`src/rtl/timer_counter_pkg.sv`:
```
// timer_counter_pkg
//   Shared definitions for the memory-mapped timer/counter:
//   FSM state encoding, register word offsets, CTRL bit positions,
//   and MODE codes.
package timer_counter_pkg;

  typedef enum logic [1:0] {
    ST_IDLE = 2'd0,
    ST_LOAD = 2'd1,
    ST_CNT  = 2'd2,
    ST_INT  = 2'd3
  } state_t;

  localparam logic [1:0] ADDR_CTRL     = 2'd0;
  localparam logic [1:0] ADDR_PRESET   = 2'd1;
  localparam logic [1:0] ADDR_COUNT    = 2'd2;
  localparam logic [1:0] ADDR_PRESCALE = 2'd3;

  localparam int CTRL_EN       = 0;
  localparam int CTRL_MODE_LSB = 1;
  localparam int CTRL_MODE_MSB = 2;
  localparam int CTRL_IM       = 3;

  localparam logic [1:0] MODE_ONESHOT = 2'b00;
  localparam logic [1:0] MODE_AUTO    = 2'b01;

  // Only the exact auto-reload code reloads; 1x codes behave as one-shot.
  function automatic logic is_auto(input logic [1:0] mode);
    return (mode == MODE_AUTO);
  endfunction

endpackage

```
`src/rtl/timer_counter_if.sv`:
```
// timer_counter_if
//   Data-bus slice seen by the timer: word offset, write strobe, store
//   data, combinational read data and the interrupt request.
//   master: CPU side (drives addr/we/wdata, samples rdata/irq)
//   slave : timer side
interface timer_counter_if;
  logic [1:0]  addr;
  logic        we;
  logic [31:0] wdata;
  logic [31:0] rdata;
  logic        irq;

  modport master (output addr, we, wdata, input rdata, irq);
  modport slave  (input addr, we, wdata, output rdata, irq);
endinterface

```
`src/rtl/timer_counter_prescaler.sv`:
```
// timer_prescaler
//   8-bit tick generator. tick is high one cycle out of every prescale+1.
//   restart reloads the down-counter so the first tick after a restart
//   arrives prescale+1 cycles later.
//   Ports: clk, rst (async, active-low), restart, prescale[7:0], tick.
//   Compiled only when TIMER_PRESCALE_EN is defined.
`ifdef TIMER_PRESCALE_EN
module timer_prescaler (
  input  logic       clk,
  input  logic       rst,
  input  logic       restart,
  input  logic [7:0] prescale,
  output logic       tick
);

  logic [7:0] cnt;

  always_ff @(posedge clk or negedge rst) begin
    if (!rst) begin
      cnt <= '0;
    end else if (restart || (cnt == 8'd0)) begin
      cnt <= prescale;
    end else begin
      cnt <= cnt - 8'd1;
    end
  end

  assign tick = (cnt == 8'd0);

endmodule
`endif

```
`src/rtl/timer_counter.sv`:
```
// timer_counter
//   Memory-mapped down-counting timer on the CPU data bus. Software loads
//   PRESET and enables via CTRL; the block counts down and flags an
//   interrupt on expiry (one-shot or auto-reload).
//   Ports: clk, rst (async, active-low), bus (timer_counter_if.slave:
//   addr, we, wdata, rdata, irq).
//   Optional: TIMER_PRESCALE_EN adds an 8-bit PRESCALE register at
//   offset 3 that slows COUNT decrements to one per PRESCALE+1 cycles.
//
//   state   | meaning
//   --------+---------------------------------------------
//   IDLE    | stopped, waiting for EN
//   LOAD    | COUNT <= PRESET
//   CNT     | counting down toward expiry
//   INT     | expired; flag irq, reload or stop
module timer_counter
  import timer_counter_pkg::*;
#(
  parameter int CNT_W = 32
) (
  input  logic           clk,
  input  logic           rst,
  timer_counter_if.slave bus
);

  state_t           state, state_d;
  logic             ctrl_en, ctrl_en_d;
  logic [1:0]       ctrl_mode;
  logic             ctrl_im, ctrl_im_d;
  logic [CNT_W-1:0] preset;
  logic [CNT_W-1:0] count, count_d;
  logic             irq_flag, irq_flag_d;
  logic             irq_q, irq_d;
  logic             ctrl_wr, preset_wr;
  logic             tick;
  logic [31:0]      rdata_c;
  logic             unused_wdata;

  assign ctrl_wr   = bus.we && (bus.addr == ADDR_CTRL);
  assign preset_wr = bus.we && (bus.addr == ADDR_PRESET);
  assign unused_wdata = ^bus.wdata;

`ifdef TIMER_PRESCALE_EN
  logic [7:0] prescale;
  logic       prescale_wr;
  logic       load_restart;

  assign prescale_wr  = bus.we && (bus.addr == ADDR_PRESCALE);
  assign load_restart = (state == ST_LOAD);

  always_ff @(posedge clk or negedge rst) begin
    if (!rst) begin
      prescale <= '0;
    end else if (prescale_wr) begin
      prescale <= bus.wdata[7:0];
    end
  end

  timer_prescaler u_prescaler (
    .clk      (clk),
    .rst      (rst),
    .restart  (load_restart),
    .prescale (prescale),
    .tick     (tick)
  );
`else
  assign tick = 1'b1;
`endif

  always_ff @(posedge clk or negedge rst) begin
    if (!rst) begin
      state <= ST_IDLE;
    end else begin
      state <= state_d;
    end
  end

  always_comb begin
    state_d    = state;
    count_d    = count;
    ctrl_en_d  = ctrl_wr ? bus.wdata[CTRL_EN] : ctrl_en;
    ctrl_im_d  = ctrl_wr ? bus.wdata[CTRL_IM] : ctrl_im;
    irq_flag_d = irq_flag;

    // IDLE looks at the registered EN so a start write costs one cycle;
    // LOAD/CNT look at the written value so a stop write freezes COUNT
    // on the very edge it lands.
    case (state)
      ST_IDLE: begin
        if (ctrl_en) state_d = ST_LOAD;
      end
      ST_LOAD: begin
        if (!ctrl_en_d) begin
          state_d = ST_IDLE;
        end else begin
          count_d = preset;
          state_d = ST_CNT;
        end
      end
      ST_CNT: begin
        if (!ctrl_en_d) begin
          state_d = ST_IDLE;
        end else if (tick) begin
          if (count > CNT_W'(1)) begin
            count_d = count - CNT_W'(1);
          end else begin
            count_d = '0;
            state_d = ST_INT;
          end
        end
      end
      ST_INT: begin
        if (is_auto(ctrl_mode)) begin
          state_d = ST_LOAD;
        end else begin
          state_d = ST_IDLE;
          // A concurrent CTRL write keeps the EN it wrote.
          if (!ctrl_wr) ctrl_en_d = 1'b0;
        end
      end
      default: state_d = ST_IDLE;
    endcase

    if (ctrl_wr) begin
      irq_flag_d = 1'b0;
    end else if (state == ST_INT) begin
      irq_flag_d = 1'b1;
    end else if (is_auto(ctrl_mode)) begin
      irq_flag_d = 1'b0;
    end

    irq_d = ctrl_im_d & irq_flag_d;
  end

  always_ff @(posedge clk or negedge rst) begin
    if (!rst) begin
      ctrl_en   <= 1'b0;
      ctrl_mode <= MODE_ONESHOT;
      ctrl_im   <= 1'b0;
      preset    <= '0;
      count     <= '0;
      irq_flag  <= 1'b0;
      irq_q     <= 1'b0;
    end else begin
      ctrl_en  <= ctrl_en_d;
      ctrl_im  <= ctrl_im_d;
      count    <= count_d;
      irq_flag <= irq_flag_d;
      irq_q    <= irq_d;
      if (ctrl_wr) ctrl_mode <= bus.wdata[CTRL_MODE_MSB:CTRL_MODE_LSB];
      if (preset_wr) preset <= bus.wdata[CNT_W-1:0];
    end
  end

  always_comb begin
    rdata_c = '0;
    case (bus.addr)
      ADDR_CTRL: begin
        rdata_c[CTRL_EN]                     = ctrl_en;
        rdata_c[CTRL_MODE_MSB:CTRL_MODE_LSB] = ctrl_mode;
        rdata_c[CTRL_IM]                     = ctrl_im;
      end
      ADDR_PRESET: rdata_c[CNT_W-1:0] = preset;
      ADDR_COUNT:  rdata_c[CNT_W-1:0] = count;
      ADDR_PRESCALE: begin
`ifdef TIMER_PRESCALE_EN
        rdata_c[7:0] = prescale;
`else
        rdata_c = '0;
`endif
      end
      default: rdata_c = '0;
    endcase
  end

  assign bus.rdata = rdata_c;
  assign bus.irq   = irq_q;

endmodule

```
`src/flat_wrapper.sv`:
```
// flat-port wrapper written by rule: the top's interface ports become plain ports
module timer_counter_flat import timer_counter_pkg::*;
#(
  parameter int CNT_W = 32
)
  (clk, rst, bus_addr, bus_we, bus_wdata, bus_rdata, bus_irq);
  timer_counter_if bus_i ();
  input  logic clk;
  input  logic rst;
  input wire logic [$bits(bus_i.addr)-1:0] bus_addr;
  input wire logic [$bits(bus_i.we)-1:0] bus_we;
  input wire logic [$bits(bus_i.wdata)-1:0] bus_wdata;
  output wire logic [$bits(bus_i.rdata)-1:0] bus_rdata;
  output wire logic [$bits(bus_i.irq)-1:0] bus_irq;
  assign bus_i.addr = bus_addr;
  assign bus_i.we = bus_we;
  assign bus_i.wdata = bus_wdata;
  assign bus_rdata = bus_i.rdata;
  assign bus_irq = bus_i.irq;
  timer_counter #(.CNT_W(CNT_W)) u_core (.clk(clk), .rst(rst), .bus(bus_i));
endmodule
```
`config.mk`:
```
export PLATFORM = sky130hd
export DESIGN_NAME = timer_counter_flat
export DESIGN_NICKNAME = d
export VERILOG_FILES = /design/src/rtl/timer_counter_pkg.sv /design/src/rtl/timer_counter_if.sv /design/src/rtl/timer_counter_prescaler.sv /design/src/rtl/timer_counter.sv /design/src/flat_wrapper.sv
export SDC_FILE = /design/constraint.sdc
export NUM_CORES = 1
export LEC_CHECK = 0
export ABC_AREA = 1
export ABC_CLOCK_PERIOD_IN_PS = 1970
export CORE_ASPECT_RATIO = 0.6
export CORE_MARGIN = 2
export CORE_UTILIZATION = 57
export CTS_BUF_LIST = sky130_fd_sc_hd__clkbuf_8
export DETAILED_ROUTE_END_ITERATION = 10
export PLACE_DENSITY = 0.84
export SYNTH_ARGS = -nofsm -noshare
export SYNTH_HDL_FRONTEND = slang
export SYNTH_SLANG_ARGS = --single-unit
```
`constraint.sdc`:
```
create_clock -name clk -period 1.97 [get_ports clk]
set_input_delay 0.394 -clock clk [delete_from_list [all_inputs] [get_ports clk]]
set_output_delay 0.394 -clock clk [all_outputs]
set_load 0.005 [all_outputs]
```
Yosys cells after proc, flatten, opt, wreduce, memory -nomap -nowiden
Cells that the tools add are included.
- reduce and logical (&&, ||, !) cells: 7
- mux-type cells: 20
- equality and inequality tests: 11
- $add $sub $neg: 1
- $lt $le $gt $ge: 1
- bitwise gates (word level): 1
- operators by type and width (cell ; number):
    32-bit two-way mux ; 3
    32-bit one-hot mux with 2 select lines ; 1
    28-bit one-hot mux with 2 select lines ; 1
    32-bit by 1-bit greater-than comparator with 1-bit output (second input constant) ; 1
    32-bit by 1-bit subtractor with 32-bit output (second input constant) ; 1
    4-bit one-hot mux with 4 select lines ; 1
    1-bit two-way mux ; 9
    2-bit == test (second input constant) ; 4
    2-bit two-way mux ; 4
    2-bit one-hot mux with 4 select lines ; 1
    2-bit by 1-bit == test with 1-bit output (second input constant) ; 3
    2-bit by 1-bit != test with 1-bit output (second input constant) ; 3
    2-bit zero test ; 2
    3-bit != test (second input constant) ; 1
    3-bit AND reduction ; 1
    1-bit logical AND ; 2
    2-bit AND reduction ; 1
    2-bit nonzero test ; 1
    1-bit bitwise AND ; 1
- bits in registers: 72
- logic and storage cells: 49
- bits of input ports: 37

Longest topological paths before layout
Gate-level depths: netlist (run 1).
- depth after elaboration: 6
- mapped depth: 13

Least setup slack after synthesis (run 1)
OpenSTA, ideal clock, no wires.
- path type: in2reg
- start point: input port bus_addr[0]
- end point: register u_core.count[7]
- cell stages on the path: 12
- arrival time: 1652 ps
- setup slack: 196 ps
- library setup time: 122 ps
- cells stage by stage: inv_1 > ha_1 > nand2_2 > inv_1 > o21ai_1 > inv_1 > nand2_1 > nand2_1 > buf_6 > buf_2 > a21oi_1 > a21oi_2
- longest elaborated chain between the ends: 5
- elaborated cells on any way between the ends: 6
- classes of those cells: 2 x eq/ne; 1 x mux; 3 x reduce/logical
- ends and longest elaborated chain (item ; RTL line ; RTL):
    start: declaration ; flat_wrapper.sv:10 ; input wire logic [$bits(bus_i.addr)-1:0] bus_addr;
    2-bit zero test (*) ; timer_counter.sv:39 ; assign ctrl_wr = bus.we && (bus.addr == ADDR_CTRL);
    1-bit logical AND (*) ; timer_counter.sv:39 ;
    1-bit two-way mux (*) ; timer_counter.sv:81 ; ctrl_en_d = ctrl_wr ? bus.wdata[CTRL_EN] : ctrl_en;
    2-bit by 1-bit != test with 1-bit output (no source line) ; n/a ;
    3-bit AND reduction (no source line) (*) ; n/a ;
    end signal: assignment ; timer_counter.sv:147 ; count <= count_d;
    end: declaration ; timer_counter.sv:31 ; logic [CNT_W-1:0] count, count_d;
Mark *: on every way between the ends. The rest lies on a longest branch, timed or not.
A chain may end at the register's enable or synchronous reset.

Worst setup path after layout (run 1)
- start point: input port bus_addr[0]
- end point: output port bus_rdata[0]
- longest elaborated chain between the ends: 2
- elaborated cells on any way between the ends: 5
- classes of those cells: 3 x eq/ne; 1 x mux; 1 x reduce/logical
- ends and longest elaborated chain (item ; RTL line ; RTL):
    2-bit == test (tied with other cells) ; timer_counter.sv:157 ; case (bus.addr)
    4-bit one-hot mux with 4 select lines (*) ; timer_counter.sv:157 ;
    end: declaration ; flat_wrapper.sv:13 ; output wire logic [$bits(bus_i.rdata)-1:0] bus_rdata;
Marked as above.

==> impl_results.md, run 1 <==
- Row count: 25
- Final wirelength: around 15 mm
- Mapped Cells: slightly above 600
- Place WS: -635 ps
- Final Cycle Share: 0.989
- Yosys top cell area share: 0.388
- Overflow after GRT: 0
- H-tree levels: 3
- Max Cap Viol: 0
- DR iter-0 viols: 498
- Seq/Total Area, Yosys: 0.388
- Top_reg_cell synth: dfrtp_1
- Final setup violation count: 0
- Final instance area: around 6200 um^2
- DRT Pass-1 Iters: 6
- IO buf count: 69
- Clock Root Buffer: clkbuf_8
- Area growth syn-to-layout: 33.0%
- Worst vdd ir: roughly 0.8 mV
- Clk pin slew, worst setup/hold paths: ~80 ps
- Largest area contributor in the netlist: dfrtp_1
- Rel. slew slack: 0.726
- Core Util, Final: 0.784
- Total chip power: about 0.0082 W
- Antenna cells: 0
- Highest metal used: met4
- Die X: 121 um
- Worst Skew: between 8 and 9 ps
- Most common cell in the synthesized netlist: nand2_1
- Syn avg cell area: 7.63 um^2
- RSZ-0062 raised after global routing: true
- First-pass GRT wire length: approximately 23 mm
- Antenna-violating nets left: 0
- DR WL met2: between 6 and 7 mm
- Synth top area cells: dfrtp_1 (39%), nand2_1 (12%), a21oi_1 (9.2%)
- Final Hold Viols: 0
- Ys Warns: 0
- Routability Congestion: between 0.9 and 1
- Ports: 70
- CTS Buf Count: 9
- Hold crit path type: in -> async
- Share of cells above drive strength 1: 0.243
- Starting Density: 0.589
- WL met3: about 1.8 mm
- Met1 Routed Length: 6.67 mm
- Cell Area, Synth: between 4000 and 5000 um^2
- Pwr per Cell Area: approximately 1300 nW/um^2
- Die area: between 8000 and 9000 um^2
- Async set-reset flop share out of synthesis: 1.00
- DR WL/cell: ~18 um
- Vias post-DR: around 4,700
- Total Nets Final: 762
- Die height: approximately 74 um
- Status: completed
- Max Buffers Root-to-Sink: 2
- Post-synth cell types: 34
- Drt via density: ~5.7
- CP max FO: 6
- Worst-Skew Late Latency: between 300 and 400 ps
- Placed Area: 5770 um^2
- Setup WS post-layout: 22.3 ps
- Layout Cells excl Fill: between 800 and 900
- Placed cell count: around 800
- Crit end category: primary output
- Leakage: between 2 and 3 nW
- Dpl hpwl: 10.2 mm
- Flops & latches, synth: 72
- Min Tclk post-route: between 1500 and 2000 ps
- DRC viols: 0
- Cts-stage hold buffer count: 0
- Antenna violations before repair: 0
- Largest net degree at the start of global routing: 73
- Clock Sinks: approximately 70
- Filler cell count: about 580
- Startpoint Class: input pin
- Max-slew violations: 0
- Commonest cells post-synth: nand2_1 (153), nor2_1 (98), a21oi_1 (85), dfrtp_1 (72), inv_1 (40)
- Max Freq: around 500 MHz
- Slew @ Worst Pin: roughly 400 ps
- Total global-route track usage: 0.349
- Number of global-route vias before repair: approximately 4,400
- Crit Path Category: in -> out
- Syn_nets: 656
- Worst path arrival time: 1550 ps
- EDFF count, synth: 0
- Critical Path RT: about 1600 ps
- Total core area: around 7900 um^2
- TritonCTS clock tree: done
==> cell families after synthesis <==
family                     after synthesis  synth area share
and+or+nand+nor                        293             0.280
DFF                                     72             0.388
AOI/OAI and AO/OA                      120             0.141
xor gates and xnor gates                19            0.0358
buffers and inverters                   69            0.0657
muxes                                   26            0.0630
adders and majority gates               10            0.0269
==> layout by cell type (no fill, tap or decap), types with 3 or more instances in the layout <==
master,n
nand3_1,7
ha_4,3
a21oi_2,22
buf_12,12
o21ai_0,16
buf_2,5
clkbuf_8,9
clkinvlp_4,4
ha_1,6
clkdlybuf4s15_1,6
nor2_4,3
xor2_1,5
a21oi_1,73
nand2_2,6
inv_1,38
buf_4,34
clkdlybuf4s50_1,34
nor2_1,98
dfrtp_1,71
nand2_1,151
clkdlybuf4s15_2,9
nand2_4,14
mux2_2,26
a22oi_1,4
nor2_2,4
clkbuf_2,6
inv_4,4
nand3b_1,4
dlygate4sd2_1,9
xnor2_1,14
==> cell type report <==
class / count / area, um^2 / area share
flip-flops and latches: 72 / 1800 / 0.292
clock inverters: 7 / 72.6 / 0.0117
inverters: 43 / 171 / 0.0277
clock buffers: 9 / 124 / 0.0200
repair buffers: 121 / 1240 / 0.201
well taps: 108 / 135 / 0.0219
multi-input cells: 468 / 2630 / 0.425
==> power by group <==
| group | internal [W] | switching [W] | total [W] |
|---|---|---|---|
| Sequential | 0.00202 | 0.000665 | 0.00268 |
| Clock | 0.000584 | 0.000620 | 0.00120 |
| Combinational | 0.00183 | 0.00246 | 0.00429 |
| Total | 0.00443 | 0.00374 | 0.00818 |
==> final timing paths <==
check | startpoint | end | slack [ps] | depth (start not counted)
worst min register to register | u_core.ctrl_mode[0]$_DFFE_PN0P_ | u_core.ctrl_mode[0]$_DFFE_PN0P_ | 510 | 2
min in group clk | u_core.ctrl_mode[0]$_DFFE_PN0P_ | u_core.ctrl_mode[0]$_DFFE_PN0P_ | 510 | 2
worst max-delay path | bus_addr[0] | bus_rdata[0] | 20 | 8
worst min-delay path | rst | u_core.preset[6]$_DFFE_PN0P_ | 40 | 2
max in group asynchronous | rst | u_core.count[0]$_DFFE_PN0P_ | 1570 | 2
worst max register to register | u_core.state[0]$_DFFE_PN0P_ | u_core.count[2]$_DFFE_PN0P_ | 150 | 8
==> critical path, cell delays in order <==
cell and delay (ps):
buf_2 140, inv_4 70, ha_4 180, buf_12 130
buf_4 150, a21oi_2 130, a22oi_1 80, dlygate4sd2_1 280
==> layer usage <==
metal	up-vias	GRT usage
li1	2169	-
met5	-	0
met3	32	0.100
met4	0	0.110
met2	282	0.516
met1	2229	0.501
==> repair_timing <==
item,in CTS,in global routing
setup endpoints to repair,55,41
resized for setup,92,25
cloned,2,0
setup buffers,11,0
pin swaps,5,2
==> per-stage QoR <==
stage	hold slack, ps	setup TNS, ps
after CTS	70.8	-25.7
after detailed placement	454	-39010
after global routing	67.5	-10.6
after global placement	450	-30550
after floorplan	98.4	0
final	36.5	0
==> registers in the layout (all words and copies together) (netlist names) <==
register / cells
u_core.ctrl_im: 1
u_core.ctrl_mode: 2
u_core.ctrl_en: 1
u_core.count: 32
u_core.irq_flag: 1
u_core.bus.irq: 1
u_core.state: 2
u_core.preset: 32
Power figures use the tool's default switching activity.
==> inputs of run 2 (changes only) <==
--- a/config.mk
+++ b/config.mk
@@ -13,6 +13,7 @@
 export CTS_BUF_LIST = sky130_fd_sc_hd__clkbuf_8
 export DETAILED_ROUTE_END_ITERATION = 10
 export PLACE_DENSITY = 0.84
+export REMOVE_ABC_BUFFERS = 1
 export SYNTH_ARGS = -nofsm -noshare
 export SYNTH_HDL_FRONTEND = slang
 export SYNTH_SLANG_ARGS = --single-unit
==> run 2 against run 1 <==
Effect of this change: wire length shrank 11%; via count shrank 4.4%; first-iteration DRC count shrank 18%; sequential share of layout area grew 0.89 points; die area is the same; setup slack gained 42 ps; combinational power shrank 11%; critical path depth is the same; sequential power is essentially flat; critical path type unchanged; critical endpoint is now bus_rdata[2].
==> impl_results.md, run 2 (synthesis gave the netlist of run 1 again) <==
- CTS Buf Count: 9 (unchanged)
- Largest net degree at the start of global routing: 73 (unchanged)
- RSZ-0062 raised after global routing: false
- DRT Pass-1 Iters: 5 (-1)
- Antenna cells: 0 (unchanged)
- Hold crit path type: in -> async
- Max Cap Viol: 0 (unchanged)
- Highest metal used: met4
- End of the worst register-to-register path: u_core.count[28]$_DFFE_PN0P_
- R2r startpoint: u_core.count[0]$_DFFE_PN0P_
- Pwr per Cell Area: 1290 nW/um^2 (-2.4%)
- Worst path arrival time: 1510 ps (-40 ps)
- Die height: 73.9 um (unchanged)
- Clock Root Buffer: clkbuf_8
- Total core area: 7880 um^2 (unchanged)
- Final setup violation count: 0 (unchanged)
- Die X: 121 um (unchanged)
- Slew @ Worst Pin: 392 ps (-18.5 ps)
- Overflow after GRT: 0 (unchanged)
- First-pass GRT wire length: 21.6 mm (-7.2%)
- R2R cell count: 10 (+2)
- Final Hold Viols: 0 (unchanged)
- Max Freq: 525 MHz (+2.2%)
- Worst Skew: 9.63 ps (+0.971 ps)
- Total Nets Final: 740 (-2.9%)
- Crit end category: primary output
- CP max FO: 8 (+2)
- Worst-Skew Late Latency: 360 ps (about the same)
- IO buf count: 69 (unchanged)
- DRC viols: 0 (unchanged)
- DR WL/cell: 16.5 um (-8.8%)
- Dpl hpwl: 8.92 mm (-13%)
- Worst vdd ir: 0.643 mV (-20%)
- Max-slew violations: 0 (unchanged)
- Min Tclk post-route: 1910 ps (-42.0 ps)
- Hold WS: 62.1 ps (+25.6 ps)
- Startpoint Class: input pin
- Crit Path Category: in -> out
- Critical Path RT: 1580 ps (about the same)
- Clk pin slew, worst setup/hold paths: 70 ps (about the same)
- TritonCTS clock tree: done
- Met1 Routed Length: 6.14 mm (-7.9%)
- Crit path from: bus_addr[1]
- Setup TNS Final: 0 ps (unchanged)
- Antenna violations before repair: 0 (unchanged)
- Leading cell types in the layout, fill and taps excluded: nand2_1 (153), nor2_1 (98), a21oi_1 (80)
- Largest registers: u_core.count x32, u_core.preset x32
- Routability Congestion: 0.922 (-7.3%)
- Die area: 8910 um^2 (unchanged)
- WL met3: 1.06 mm (-41%)
- Antenna-violating nets left: 0 (unchanged)
- DR WL met2: 5.82 mm (-6.2%)
- Most common cell after layout, fill and taps aside: nand2_1
- Leakage: 2.72 nW (-2.0%)
- Vias post-DR: 4,507 (-4.4%)
- Row count: 25 (unchanged)
- R2r setup slk: 150 ps (about the same)
- Share of cells above drive strength 1: 0.188 (-0.0554)
- Total global-route track usage: 0.318 (-0.0304)
- Drt via density: 5.59 (-1.7%)
- Number of global-route vias before repair: 4,247 (-2.8%)
- Area growth syn-to-layout: 29.0%
- CP Capture Point: bus_rdata[2]
- Final Cycle Share: 0.967 (-0.0213)
- Max Buffers Root-to-Sink: 2 (unchanged)
- DR iter-0 viols: 409 (-18%)
- Status: completed
- Clock Sinks: 72 (unchanged)
- Starting Density: 0.589 (unchanged)
- Final wirelength: 13.3 mm (-11%)
- Cts-stage hold buffer count: 0 (unchanged)
- H-tree levels: 3 (unchanged)
- Ports: 70 (unchanged)
- Rel. slew slack: 0.738 (+0.0123)
==> run 2: worst min path at each step <==
| stage | to | slack (ps) | cells after the start |
|---|---|---|---|
| after global placement | u_core.preset[28]$_DFFE_PN0P_ | 450 | 2 |
| final | u_core.preset[28]$_DFFE_PN0P_ | 60 | 2 |
| after CTS | u_core.preset[31]$_DFFE_PN0P_ | 70 | 2 |
| after detailed placement | u_core.preset[28]$_DFFE_PN0P_ | 460 | 2 |
| after global routing | u_core.preset[28]$_DFFE_PN0P_ | 90 | 2 |
| after floorplan | u_core.bus.irq$_DFF_PN0_ | 100 | 0 |
==> run 2: layout make-up <==
type / count / area, um^2
sequential: 72 / 1800
inverter: 43 / 174
multi-input combinational: 468 / 2620
clock inverter: 5 / 55.1
clock buffer: 11 / 151
tap: 108 / 135
timing repair buffer: 99 / 1050
fill: 587 / 1890
==> run 2: where the power goes <==
group	internal, W	total (W)	switching, W
clock network	0.000649	0.00123	0.000579
registers	0.00202	0.00271	0.000690
logic	0.00163	0.00380	0.00217
==> run 2: repair_timing <==
item	4_1_cts	5_1_grt
pin swaps	3	1
endpoints found under the setup margin	66	32
gates cloned	2	0
gates resized for setup	72	13
setup buffers	5	0
==> run 2: worst max-delay path: stages <==
cell           delay (ps)
buf_2                 140
inv_4                  60
buf_4                 130
buf_4                 130
ha_4                  190
a21oi_1               120
a22oi_1                80
dlygate4sd2_1         270
==> run 2: layer usage <==
metal / up-vias / track usage
met2: 227 / 0.491
li1: 2118 / -
met5: - / 0
met3: 23 / 0.0767
met1: 2139 / 0.448
met4: 0 / 0.109
==> run 2: metrics by stage <==
step	setup slack, ps	power (W)	util	std cells	instance area (um^2)
2_1_floorplan	-574	0.00493	-	583	4500
3_3_place_gp	-622	0.00620	0.712	783	5610
3_5_place_dp	-718	0.00641	0.712	783	5610
4_1_cts	32.6	0.00770	0.757	806	5970
5_1_grt	0.883	0.00832	0.760	806	5990
6_report	64.3	0.00774	0.760	806	5990
